**src/rtl/aes_key_expander_if.sv**
```systemverilog
// rtl/aes_key_expander_if.sv - key input and round-key stream bundle for aes_key_expander
interface aes_key_expander_if #(
  parameter int KEY_BITS = 128
);
  logic [KEY_BITS-1:0] key_in;
  logic                key_valid;
  logic                key_ready;
  logic [127:0]        rk_data;
  logic                rk_valid;
  logic                rk_ready;
  logic [3:0]          rk_index;
  logic                rk_last;
  logic                busy;

  modport master (
    output key_in, key_valid, rk_ready,
    input  key_ready, rk_data, rk_valid, rk_index, rk_last, busy
  );

  modport slave (
    input  key_in, key_valid, rk_ready,
    output key_ready, rk_data, rk_valid, rk_index, rk_last, busy
  );
endinterface

```
**src/rtl/aes_key_expander.sv**
```systemverilog
// rtl/aes_key_expander.sv - iterative AES-128/192/256 key schedule, one word per cycle
// Round keys stream out over a valid/ready port; aes_sbox is the shared forward S-box.
module aes_sbox (
  input  logic [7:0] a,
  output logic [7:0] y
);
  // Entry 0 sits in the top byte, so byte a lives at bit offset 8*(255-a).
  localparam logic [2047:0] TBL = {
    128'h637c777bf26b6fc53001672bfed7ab76, 128'hca82c97dfa5947f0add4a2af9ca472c0,
    128'hb7fd9326363ff7cc34a5e5f171d83115, 128'h04c723c31896059a071280e2eb27b275,
    128'h09832c1a1b6e5aa0523bd6b329e32f84, 128'h53d100ed20fcb15b6acbbe394a4c58cf,
    128'hd0efaafb434d338545f9027f503c9fa8, 128'h51a3408f929d38f5bcb6da2110fff3d2,
    128'hcd0c13ec5f974417c4a77e3d645d1973, 128'h60814fdc222a908846eeb814de5e0bdb,
    128'he0323a0a4906245cc2d3ac629195e479, 128'he7c8376d8dd54ea96c56f4ea657aae08,
    128'hba78252e1ca6b4c6e8dd741f4bbd8b8a, 128'h703eb5664803f60e613557b986c11d9e,
    128'he1f8981169d98e949b1e87e9ce5528df, 128'h8ca1890dbfe6426841992d0fb054bb16
  };
  assign y = TBL[{~a, 3'b000} +: 8];
endmodule

module aes_key_expander #(
  parameter int KEY_BITS = 128
) (
  input logic               clk,
  input logic               reset,
  aes_key_expander_if.slave bus
);
  localparam int         NK     = KEY_BITS / 32;
  localparam int         NR     = NK + 6;
  localparam logic [5:0] NK_I   = 6'(NK);
  localparam logic [5:0] LAST_I = 6'(4 * NR + 3);

  if (KEY_BITS != 128 && KEY_BITS != 192 && KEY_BITS != 256) begin : g_bad_key_bits
    $error("aes_key_expander: KEY_BITS must be 128, 192 or 256");
  end

  typedef enum logic [1:0] {IDLE, GEN, DRAIN} state_t;
  state_t state, state_nxt;

  logic [31:0]  win [8];
  logic [31:0]  grp [3];
  logic [5:0]   i;
  logic [7:0]   rcon;
  logic [127:0] rk_data_q;
  logic [3:0]   rk_index_q;
  logic         rk_valid_q, rk_last_q;

  logic [255:0] key_pad;
  logic         stall, advance, rot_step, sub_step;
  logic [31:0]  prev_w, sb_in, sb_out, t_mix, new_w, cur_w;

  assign key_pad = 256'(bus.key_in) << (256 - KEY_BITS);

  assign stall    = rk_valid_q && !bus.rk_ready;
  assign advance  = (state == GEN) && !stall;
  // The window's newest word is w[i-1] and its oldest is w[i-Nk].
  assign prev_w   = win[NK-1];
  assign rot_step = (i >= NK_I) && ((i % NK_I) == 6'd0);
  assign sub_step = (NK == 8) && (i >= NK_I) && (i[2:0] == 3'd4);
  assign sb_in    = rot_step ? {prev_w[23:0], prev_w[31:24]} : prev_w;

  for (genvar b = 0; b < 4; b++) begin : g_sbox
    aes_sbox u_sbox (.a(sb_in[8*b +: 8]), .y(sb_out[8*b +: 8]));
  end

  always_comb begin
    t_mix = prev_w;
    if (rot_step)      t_mix = sb_out ^ {rcon, 24'h0};
    else if (sub_step) t_mix = sb_out;
  end

  assign new_w = win[0] ^ t_mix;
  assign cur_w = (i < NK_I) ? win[i[2:0]] : new_w;

  always_ff @(posedge clk or posedge reset) begin
    if (reset) state <= IDLE;
    else       state <= state_nxt;
  end

  always_comb begin
    state_nxt = state;
    case (state)
      IDLE:    if (bus.key_valid) state_nxt = GEN;
      GEN:     if (advance && i == LAST_I) state_nxt = DRAIN;
      DRAIN:   if (bus.rk_ready) state_nxt = IDLE;
      default: state_nxt = IDLE;
    endcase
  end

  always_ff @(posedge clk or posedge reset) begin
    if (reset) begin
      for (int j = 0; j < 8; j++) win[j] <= '0;
      for (int j = 0; j < 3; j++) grp[j] <= '0;
      i          <= '0;
      rcon       <= 8'h01;
      rk_data_q  <= '0;
      rk_index_q <= '0;
      rk_last_q  <= 1'b0;
      rk_valid_q <= 1'b0;
    end else begin
      if (rk_valid_q && bus.rk_ready) rk_valid_q <= 1'b0;
      case (state)
        IDLE: begin
          if (bus.key_valid) begin
            for (int j = 0; j < 8; j++) win[j] <= key_pad[255-32*j -: 32];
            i    <= '0;
            rcon <= 8'h01;
          end
        end
        GEN: begin
          if (advance) begin
            i <= i + 6'd1;
            // Key words are read in place; the window only slides once derived words start.
            if (i >= NK_I) begin
              for (int j = 0; j < 7; j++) begin
                if (j < NK - 1) win[j] <= win[j+1];
              end
              win[NK-1] <= new_w;
            end
            if (rot_step) rcon <= {rcon[6:0], 1'b0} ^ (rcon[7] ? 8'h1b : 8'h00);
            if (i[1:0] == 2'd3) begin
              rk_data_q  <= {grp[0], grp[1], grp[2], cur_w};
              rk_index_q <= i[5:2];
              rk_last_q  <= (i == LAST_I);
              rk_valid_q <= 1'b1;
            end else begin
              grp[i[1:0]] <= cur_w;
            end
          end
        end
        default: ;
      endcase
    end
  end

  assign bus.key_ready = (state == IDLE);
  assign bus.busy      = (state != IDLE);
  assign bus.rk_data   = rk_data_q;
  assign bus.rk_index  = rk_index_q;
  assign bus.rk_last   = rk_last_q;
  assign bus.rk_valid  = rk_valid_q;
endmodule

```
**src/flat_wrapper.sv**
```systemverilog
// flat-port wrapper written by rule: the top's interface ports become plain ports
module aes_key_expander_flat 
#(
  parameter int KEY_BITS = 128
)
  (clk, reset, bus_key_in, bus_key_valid, bus_rk_ready, bus_key_ready, bus_rk_data, bus_rk_valid, bus_rk_index, bus_rk_last, bus_busy);
  aes_key_expander_if #(.KEY_BITS(KEY_BITS)) bus_i ();
  input logic clk;
  input logic reset;
  input wire logic [$bits(bus_i.key_in)-1:0] bus_key_in;
  input wire logic [$bits(bus_i.key_valid)-1:0] bus_key_valid;
  input wire logic [$bits(bus_i.rk_ready)-1:0] bus_rk_ready;
  output wire logic [$bits(bus_i.key_ready)-1:0] bus_key_ready;
  output wire logic [$bits(bus_i.rk_data)-1:0] bus_rk_data;
  output wire logic [$bits(bus_i.rk_valid)-1:0] bus_rk_valid;
  output wire logic [$bits(bus_i.rk_index)-1:0] bus_rk_index;
  output wire logic [$bits(bus_i.rk_last)-1:0] bus_rk_last;
  output wire logic [$bits(bus_i.busy)-1:0] bus_busy;
  assign bus_i.key_in = bus_key_in;
  assign bus_i.key_valid = bus_key_valid;
  assign bus_i.rk_ready = bus_rk_ready;
  assign bus_key_ready = bus_i.key_ready;
  assign bus_rk_data = bus_i.rk_data;
  assign bus_rk_valid = bus_i.rk_valid;
  assign bus_rk_index = bus_i.rk_index;
  assign bus_rk_last = bus_i.rk_last;
  assign bus_busy = bus_i.busy;
  aes_key_expander #(.KEY_BITS(KEY_BITS)) u_core (.clk(clk), .reset(reset), .bus(bus_i));
endmodule
```
**config.mk**
```make
export PLATFORM = sky130hd
export DESIGN_NAME = aes_key_expander_flat
export DESIGN_NICKNAME = d
export VERILOG_FILES = /design/src/rtl/aes_key_expander_if.sv /design/src/rtl/aes_key_expander.sv /design/src/flat_wrapper.sv
export SDC_FILE = /design/constraint.sdc
export NUM_CORES = 2
export LEC_CHECK = 0
export CORE_MARGIN = 2
export CORE_UTILIZATION = 40
export CTS_CLUSTER_DIAMETER = 60
export DETAILED_ROUTE_END_ITERATION = 10
export SYNTH_ARGS = -nofsm -noshare
export SYNTH_HDL_FRONTEND = slang
export SYNTH_SLANG_ARGS = --single-unit
```
**constraint.sdc**
```tcl
create_clock -name clk -period 11.74 [get_ports clk]
set_input_delay 2.348 -clock clk [delete_from_list [all_inputs] [get_ports clk]]
set_output_delay 2.348 -clock clk [all_outputs]
set_load 0.01 [all_outputs]
```
==> reports/results.txt <==
The tree is rooted in a sky130_fd_sc_hd__clkbuf_16. For this block, the routed nets add up to 196 mm of wire. In this run the core area contains 108 standard-cell rows.

The max-slew violation count is 3, and the synthesis-to-finish area growth is 12.3%. Counting stages on the worst path, the most repeated cell is sky130_fd_sc_hd__buf_4. Clock skew on the completed layout was measured at 0.0314 ns. Setup violations remaining at the end of the flow were counted as 0. Parity-gate share of the synthesized area counting xor and xnor cells: 1.90%. For this run, design rule violations remaining after detail routing come to 0. From left edge to right edge, the die measures 299 µm. The share of async-settable or async-resettable flops after synthesis was 100%; the number of flip-flops and latches in the synthesized netlist was 374.

For the distinct cell type count of the synthesized netlist, the log shows 110. The initial core utilization came out at 40.3%. Clock tree synthesis inserted a total of 38 buffers. After synthesis, the cell types taking the most area are sky130_fd_sc_hd__dfrtp_1 27%, sky130_fd_sc_hd__nand2_1 9.3%, sky130_fd_sc_hd__nor2_1 4.3%.

OpenSTA, run right after detailed placement, puts the worst setup slack at 4.90 ns. The number of antenna violations at the first check in global routing was 12; the post-layout utilization of the core was 45.2%. The total of buffers placed on input and output ports was 267.

Kind of cell adding the most delay to the critical path: buffers and inverters. The final number of hold-violating endpoints was 0; the post-route cell area was 39100 µm². In the synthesized netlist, the cells that appear most often are 861 x sky130_fd_sc_hd__nand2_1, 401 x sky130_fd_sc_hd__nor2_1, 373 x sky130_fd_sc_hd__dfrtp_1, 331 x sky130_fd_sc_hd__clkbuf_1, 268 x sky130_fd_sc_hd__a21oi_1.

The latest clock arrival within the worst-skew pair was 0.57 ns; the number of enable-type register cells in the synthesized netlist was 0. Counting both buffers and inverters, the worst setup path holds a total of 5. The slowest stage of the critical path belongs to the cell sky130_fd_sc_hd__mux2i_1. Wire length per cell after detailed routing: 34.0 µm. Compound-cell area share of the yosys netlist: 30.6%. The checks that failed: capacitance limit, slew limit. The net count of the finished layout is 4767.

Area share of the largest cell type after synthesis: 26.8%. The core region is 86500 µm². The synthesized netlist devotes 22.7% of its cell area to simple gates.

Buffers added to address setup during post-CTS repair amount to 0. The worst pin sits at a relative slew slack of -6.24%. After routing, the total negative slack on setup checks comes to 0 ns. For the required time of the worst setup path, the log shows 12.16 ns. The synthesized design spends more area on one cell type than any other, namely sky130_fd_sc_hd__dfrtp_1.

Summed over all nets, the half-perimeter wirelength after detailed placement is 138 mm. The minimum clock period after layout was 7.48 ns. The total number of vias was 41200; the number of vias per cell after detailed routing was 7.15.

The first global-routing pass estimated 280 mm of wire. The detailed router's first-iteration violation count was 7278. The sort of element at the end of the critical path was a register. The slew at the pin closest to its max-slew limit is 1.58 ns. The post-route netlist has 8.51% of its cells at a drive strength greater than 1. The number of hold buffers added after CTS was 0. Setup repair after global routing left no endpoint under its margin. The type of the worst setup path is reg2reg.

At the worst endpoint, the arrival time is 7.90 ns. The signal on the critical path passes through inv_1 > ha_1 > buf_4 > o41ai_4 > buf_4 > buf_4 > buf_4 > mux2i_1 > nand2_1 > a2111oi_0 > nor4_1 > a32oi_1 > mux2i_1 > nand3b_1 > a31oi_1 > o21ai_1. The run gives 4.26 ns as the worst path setup slack after routing. The synthesized netlist occupies a cell area of 34800 µm². The number of max-cap violations came out at 1. The number of sinks handled by clock tree synthesis is 374. Post-CTS repair changed the size of 0 cells.

The final critical-path share of the clock period was 63.7%. Summed over all layers, the global routing overflow is 0. Clock-pin slew was measured on the worst setup and hold paths at 0.07 ns. The number of warnings printed during yosys synthesis was 0. Synthesis handed over a netlist of 4643 instances. The maximum clock frequency came out at 0.134 GHz.

The startpoint class of the critical path was a register. The die is 299 µm tall. Pin placement for this block handled 268 I/O pins. The pin count of the biggest net entering global routing is 144.

Synthesis produced a netlist with a net count of 4829. The weighted congestion at the end of routability-driven global placement is 1.10, and the remaining number of nets flagged by the antenna check after routing is 0. Along the worst path, the maximum fanout reaches 61. Once placement finished, the instance area stood at 37900 µm².

Of the total synthesized cell area, the portion taken by full adders, half adders and majority gates is 1.94%. Number of global-route vias before repair: 38000. In this run the mean area of a mapped cell was 7.50 µm².

The run finished, with violations left. By area, the combinational part of the netlist is dominated by compound AO/OA/AOI/OAI gates. Sequential elements use 26.9% of the synthesized area. The overall routing resource usage came out at 42.0%. The min-delay analysis places its worst path in the category reg2reg. Main flop type after synthesis: sky130_fd_sc_hd__dfrtp_1. TritonCTS built the clock tree. The first detailed-routing pass took 8 iterations.

In this run the deepest clock path goes through 3 buffers. On the worst path, the slowest cell contributes a delay of 0.87 ns. The die covers 89500 µm². The most common cell in the synthesized netlist is sky130_fd_sc_hd__nand2_1. Maximum level of the CTS H-tree: 2. Of the post-synthesis cell area, the part taken by muxes is 8.85%.
[metal layers]
| layer | GRT usage (%) | wire length (µm) |
|---|---|---|
| met4 | 23.0 | 13900 |
| met2 | 59.9 | 79800 |
| met5 | 0 | 69 |
| met1 | 56.6 | 76100 |
| met3 | 12.7 | 25900 |
[layout make-up]
| class | instances | area [µm²] |
|---|---|---|
| clock buffer | 51 | 1090 |
| inverter | 63 | 241 |
| timing repair buffer | 394 | 3650 |
| antenna | 3 | 7.51 |
| multi-input combinational | 3710 | 23200 |
| clock inverter | 16 | 143 |
| fill | 8827 | 47400 |
| tap | 1155 | 1450 |
| sequential | 374 | 9370 |
[worst register-to-register path, cell delays in order (launching register included)]
cell and delay [ns]:
sky130_fd_sc_hd__dfrtp_2 0.59, sky130_fd_sc_hd__inv_1 0.12, sky130_fd_sc_hd__ha_1 0.23, sky130_fd_sc_hd__buf_4 0.31
sky130_fd_sc_hd__o41ai_4 0.13, sky130_fd_sc_hd__buf_4 0.47, sky130_fd_sc_hd__buf_4 0.70, sky130_fd_sc_hd__buf_4 0.73
sky130_fd_sc_hd__mux2i_1 0.91, sky130_fd_sc_hd__nand2_1 0.44, sky130_fd_sc_hd__a2111oi_0 0.47, sky130_fd_sc_hd__nor4_1 0.12
sky130_fd_sc_hd__a32oi_1 0.81, sky130_fd_sc_hd__mux2i_1 0.49, sky130_fd_sc_hd__nand3b_1 0.13, sky130_fd_sc_hd__a31oi_1 0.52
sky130_fd_sc_hd__o21ai_1 0.14
[logic make-up after synthesis]
family / Yosys count
xor gates and xnor gates: 74
AOI/OAI and AO/OA: 1538
buffers and inverters: 559
DFF: 374
muxes: 248
adders and majority gates: 54
and+or+nand+nor: 1796
[cell usage in the layout, fill, tap and decap left out, drive strengths merged, types with 54 or more instances in the layout]
cell	count
clkdlybuf4s50	267
a221oi	64
mux2	83
nand2	861
mux2i	132
buf	127
a31oi	185
a21oi	271
o21ai	273
ha	54
o211ai	112
nor2	401
nand3	136
nor3	99
a211oi	94
dfrtp	373
inv	55
o221ai	61
[state kept, by name (all words and copies together) (netlist names)]
register and count:
u_core.i 6, u_core.grp 96, u_core.prev_w 32, u_core.bus.rk_valid 1, u_core.state 2, u_core.bus.rk_index 4
u_core.bus.rk_data 128, u_core.rcon 8, u_core.win 96, u_core.bus.rk_last 1
[path summary, 6_finish.rpt]
check | to | cells after the start | slack (ns) | startpoint
setup reg to reg | u_core.bus.rk_data[25] | 16 | 4.26 | u_core.i[0]
setup / recovery | u_core.bus.rk_data[25] | 16 | 4.26 | u_core.i[0]
hold / removal | u_core.bus.rk_data[80] | 2 | 0.47 | u_core.grp[48]
hold reg to reg | u_core.bus.rk_data[80] | 2 | 0.47 | u_core.grp[48]
max in group asynchronous | u_core.win[200] | 4 | 7.42 | reset
min in group asynchronous | u_core.bus.rk_data[33] | 2 | 2.09 | reset
[stage by stage]
step	cells	hold WS [ns]
2_1_floorplan	4643	0.433
3_3_place_gp	5696	0.443
3_5_place_dp	5696	0.450
4_1_cts	5763	0.469
5_1_grt	5765	0.496
6_report	5766	0.467
Power is left out: the tool's default activity adds up to more than one toggle a clock period on the data nets, which glitch-free logic cannot reach.
